==> config.mk <==
export PLATFORM = sky130hd
export DESIGN_NAME = mult_sequencer
export DESIGN_NICKNAME = d
export VERILOG_FILES = /design/src/rtl/mult_pkg.sv /design/src/rtl/and_gate_32bit.sv /design/src/rtl/mult_sequencer.sv
export SDC_FILE = /design/constraint.sdc
export NUM_CORES = 1
export LEC_CHECK = 0
export CORE_MARGIN = 3
export CORE_UTILIZATION = 45
export CTS_BUF_LIST = sky130_fd_sc_hd__clkbuf_4 sky130_fd_sc_hd__clkbuf_8
export CTS_CLUSTER_DIAMETER = 80
export CTS_CLUSTER_SIZE = 40
export DETAILED_ROUTE_END_ITERATION = 8
export PLACE_DENSITY = 0.83
export SYNTH_ARGS = -nofsm -noshare
export SYNTH_HDL_FRONTEND = slang
export SYNTH_SLANG_ARGS = --single-unit
==> constraint.sdc <==
create_clock -name clk -period 3.3 [get_ports clk]
set_input_delay 0.66 -clock clk [delete_from_list [all_inputs] [get_ports clk]]
set_output_delay 0.66 -clock clk [all_outputs]
set_load 0.05 [all_outputs]
==> src/rtl/mult_pkg.sv <==
// mult_pkg: shared types and constants for the shift-add multiplier.
//   mult_state_e : sequencer states (idle / iterating / product ready)
//   MULT_WIDTH   : operand width, fixed by the 32-bit partial-product array
//   MULT_CNT_W   : iteration counter width
package mult_pkg;

    localparam int MULT_WIDTH = 32;
    localparam int MULT_CNT_W = $clog2(MULT_WIDTH);

    typedef enum logic [1:0] {
        MS_IDLE = 2'd0,
        MS_RUN  = 2'd1,
        MS_DONE = 2'd2
    } mult_state_e;

endpackage

==> src/rtl/and_gate_32bit.sv <==
// and_gate_32bit: 32-bit bitwise AND, used as the partial-product generator.
//   a, b : 32-bit operands
//   y    : a & b
module and_gate_32bit (
    input  logic [31:0] a,
    input  logic [31:0] b,
    output logic [31:0] y
);

    assign y = a & b;

endmodule

==> src/rtl/mult_sequencer.sv <==
// mult_sequencer: multi-cycle unsigned shift-add multiplier controller.
// One AND array plus one 33-bit adder are reused over WIDTH iterations;
// the 64-bit product is shifted right through {product_hi, product_lo}.
//   clk, reset   : clock, synchronous active-high reset
//   start        : request a multiply (honoured only in IDLE or DONE)
//   multiplicand : operand A, latched on accepted start
//   multiplier   : operand B, loaded into product_lo on accepted start
//   busy         : high while iterating
//   done         : one-cycle pulse, product final
//   product_hi/lo: upper / lower product words
module mult_sequencer
    import mult_pkg::*;
#(
    // Only 32 is supported: the partial-product array is fixed-width.
    parameter int WIDTH = MULT_WIDTH
) (
    input  logic             clk,
    input  logic             reset,
    input  logic             start,
    input  logic [WIDTH-1:0] multiplicand,
    input  logic [WIDTH-1:0] multiplier,
    output logic             busy,
    output logic             done,
    output logic [WIDTH-1:0] product_hi,
    output logic [WIDTH-1:0] product_lo
);

    mult_state_e           state_q, state_d;
    logic [MULT_CNT_W-1:0] cnt_q, cnt_d;
    logic [WIDTH-1:0]      m_q, m_d;
    logic [WIDTH-1:0]      hi_q, hi_d;
    logic [WIDTH-1:0]      lo_q, lo_d;

    logic [WIDTH-1:0]      pp;
    logic [WIDTH:0]        sum;

    // Partial product: M gated by the current multiplier LSB.
    and_gate_32bit u_pp (
        .a (m_q),
        .b ({WIDTH{lo_q[0]}}),
        .y (pp)
    );

    assign sum = {1'b0, hi_q} + {1'b0, pp};

    always_comb begin
        state_d = state_q;
        cnt_d   = cnt_q;
        m_d     = m_q;
        hi_d    = hi_q;
        lo_d    = lo_q;
        case (state_q)
            MS_IDLE, MS_DONE: begin
                if (start) begin
                    m_d     = multiplicand;
                    hi_d    = '0;
                    lo_d    = multiplier;
                    cnt_d   = '0;
                    state_d = MS_RUN;
                end else if (state_q == MS_DONE) begin
                    state_d = MS_IDLE;
                end
            end
            MS_RUN: begin
                // {S, lo} >> 1: carry lands in hi[31], S[0] in lo[31].
                {hi_d, lo_d} = {sum, lo_q[WIDTH-1:1]};
                // Counter wraps to 0 naturally on the final iteration.
                cnt_d = cnt_q + 1'b1;
                if (cnt_q == MULT_CNT_W'(WIDTH - 1)) begin
                    state_d = MS_DONE;
                end
            end
            default: state_d = MS_IDLE;
        endcase
    end

    always_ff @(posedge clk) begin
        if (reset) begin
            state_q <= MS_IDLE;
            cnt_q   <= '0;
            m_q     <= '0;
            hi_q    <= '0;
            lo_q    <= '0;
        end else begin
            state_q <= state_d;
            cnt_q   <= cnt_d;
            m_q     <= m_d;
            hi_q    <= hi_d;
            lo_q    <= lo_d;
        end
    end

    assign busy       = (state_q == MS_RUN);
    assign done       = (state_q == MS_DONE);
    assign product_hi = hi_q;
    assign product_lo = lo_q;

endmodule

==> summary.txt <==
Outcome
  – Status: complete, no violations

Drt
  – DRC: 0
  – Routed WL: 14.7 mm
  – Via density: ~5.6
  – Via count: 5,392
  – Initial DRC Count: 357
  – WL per Instance: 15.4 µm
  – First-pass DRT Iterations: 4
  – ANT nets after route: 0

Timing
  – Final Cycle Share: a little over four fifths
  – Min cycle time layout: 2.78 ns
  – Max_slew headroom: 52.4%
  – Setup Viol. Count Final: 0
  – TNS Setup: 0 ns
  – RSZ-0062 raised after global routing: false
  – Worst-Margin Slew: 0.714 ns
  – F_max: between 0.3 and 0.4 GHz
  – Fin. max-slew vios: 0
  – Final Hold Violating Endpoints: 0
  – Clock skew: 0.0203 ns

Critical path
  – Critical Path Source Type: register
  – Crit path max-delay family: compound AO/OA/AOI/OAI gates
  – Buf/Inv on CP: 1
  – Worst Path Max Fanout: 15
  – Critical path, cell by cell: buf_4 > and2_1 > ha_1 > a21o_1 > a21o_1 > a21o_1 > a211oi_2 > o21a_2 > o31ai_2 > xor2_1 > a22o_1
  – RR Startpoint: product_lo[0]
  – CP required: about 3.6 ns
  – CP arrival: 3.08 ns
  – Setup CP Type: reg -> reg
  – CP startpoint: product_lo[0]
  – Slowest cell on the critical path: ha_1
  – Crit path capture type: register
  – CP dominant cell by count: a21o_1
  – Largest stage delay on the critical path: 0.35 ns

Floorplanning
  – Die width: ~120 µm
  – Die H: roughly 120 µm
  – Num ports: between 100 and 150
  – Row Count: 39
  – Die Area: 13,700 µm²
  – Core Region: approximately 12,000 µm²
  – Starting Density: about 47%

Yosys
  – Post-synth top cells: 154 x nand2_1, 103 x dfxtp_1, 99 x a21oi_1, 36 x clkbuf_1, 36 x o21ai_0
  – Cells after Synth: roughly 700
  – Main synth FF type: dfxtp_1
  – Syn Nets: roughly 800
  – Post-synthesis sequential area ratio: 37.3%
  – Synth area leader: dfxtp_1
  – Post-Syn Area per Cell: between 7 and 8 µm²
  – Post-synthesis register bit count: 103
  – Count leader, synth: nand2_1
  – Synth cell types: 52
  – Synth top area cells: dfxtp_1 37%, nand2_1 10%, a21oi_1 9.0%, ha_1 7.7%, a22oi_1 4.3%
  – Synth Cell Area: 5530 µm²
  – Async SR Flop Fraction: 0%
  – YS warnings: 0
  – Share of the synthesized area in the top cell type: 37.3%
  – Number of synthesized flops with an enable pin: 0

Final layout
  – Fin cells: 956
  – Post-route cell area: slightly above 7000 µm²
  – Multi-input logic area: 3280 µm²
  – Layout cells sized above 1: 5.90%
  – Layout Nets: 910
  – Register area: slightly above 2000 µm²
  – Fill count: approximately 1,100
  – Area grow syn2layout: 28.9%
  – Inserted Diodes: 0

CTS
  – Clock slew at reported path FFs: 0.11 ns
  – CTS tree: built
  – Hold-fix buffers, CTS: 0
  – Clk Latency, worst-skew pair: approximately 0.39 ns
  – Postcts setup bufs: 0
  – Post-cts sizing count: 0
  – Clock tree buffer depth: 2
  – Clock root cell: clkbuf_8
  – H-Tree Depth: 3
  – CTS buffer count: 9
  – CTS Sinks: around 100

Flow run
  – Max_cap viols: 0

Global route
  – Global-route wire length before repair: 23.7 mm
  – Vias in the first global route: 5,093
  – Largest net degree at the start of global routing: 51
  – Total GRT Usage: a little over a fifth
  – Initial antenna violation count: 0
  – Grt ovf: 0

Placement
  – Placed Cells: 940
  – Cell Area, Placed: around 6900 µm²
  – Detailed Place HPWL: between 10 and 15 mm
  – Input/output buffers: ~130
  – GP Congestion: 0.922

Worst hold path
  – HP Class: reg -> reg
  – Hold path start: m_q[16]

Power and ir drop
  – Peak supply drop: 0.000262 V
  – PD cells: 360 nW/µm²
  – Leakage power: 2.77 nW
## cells in the final DEF (no fill, tap or decap), types with 4 or more instances in the layout
cell type,synthesis,routed
nand4_1,11,11
nand2b_1,5,5
nand2_1,154,154
a21oi_1,99,99
nor2b_1,6,5
xnor2_1,10,10
nand3_1,6,6
xor2_1,19,19
clkbuf_8,0,9
o21a_1,5,5
nor2_1,15,14
o21ai_1,9,9
ha_1,34,34
a21o_1,14,14
buf_4,0,13
inv_1,7,7
o21ai_0,36,36
a31oi_1,6,6
and2_1,33,33
clkdlybuf4s50_1,0,130
a22oi_1,32,32
dfxtp_1,103,103
a22o_1,4,4
## cell families (layout without fill, tap and decap cells)
logic type / after synthesis / in the layout / share of synthesized area (%)
buffers and inverters: 53 / 167 / 3.73
AND/OR/NAND/NOR: 249 / 249 / 20.7
flip-flops: 103 / 103 / 37.3
adder cells (fa/ha/maj): 35 / 35 / 8.05
AO/OA/AOI/OAI: 230 / 230 / 25.6
XOR/XNOR: 29 / 29 / 4.59
## path summary, 6_finish.rpt
check | endpoint | slack (ns) | depth (start not counted)
worst max-delay path | product_hi[24] | 0.52 | 11
worst min register to register | m_q[16] | 0.45 | 2
worst min-delay path | m_q[16] | 0.45 | 2
worst max register to register | product_hi[24] | 0.52 | 11
## sequential cells by signal, indices dropped and copies added (netlist names)
signal      cells
cnt_q           5
m_q            32
product_hi     32
product_lo     32
state_q         2
## per-stage QoR
| stage | setup slack (ns) | hold slack [ns] | utilization, % | power [mW] |
|---|---|---|---|---|
| after floorplan | 0.232 | 0.432 | - | 1.64 |
| after global placement | 0.631 | 0.439 | 59.3 | 1.83 |
| after detailed placement | 0.547 | 0.443 | 59.3 | 1.84 |
| after CTS | 0.525 | 0.457 | 60.9 | 2.59 |
| after global routing | 0.331 | 0.473 | 60.9 | 2.68 |
| final | 0.516 | 0.455 | 60.9 | 2.57 |
## layer usage
layer	wire [µm]	vias to the layer above	part of all wire [%]	GRT usage [%]
met5	0	-	0	0
met4	244	0	1.7	6.50
met3	1100	23	7.4	6.43
met2	6970	178	47	35.7
met1	6440	2513	44	26.9
li1	-	2678	-	-
## worst reg2reg max path: cells and delay by family (launching register included)
| kind | cells | cell delay [ns] |
|---|---|---|
| simple gates | 1 | 0.17 |
| fa+ha+maj | 1 | 0.35 |
| flops | 1 | 0.34 |
| compound gates | 7 | 1.51 |
| xor+xnor | 1 | 0.15 |
| buf+inv | 1 | 0.17 |
## report_power, final
part	switching [mW]	internal [mW]
sequential	0.0382	1.30
combinational	0.285	0.188
clock	0.472	0.285
## cell type report
type	count	area share, %
clock buffers	9	1.74
clock inverters	7	0.790
inverters	7	0.369
multi-input cells	543	46.0
flip-flops and latches	103	28.9
well taps	143	2.51
repair buffers	144	19.7
Note: power is estimated with default switching activity, not from simulation.
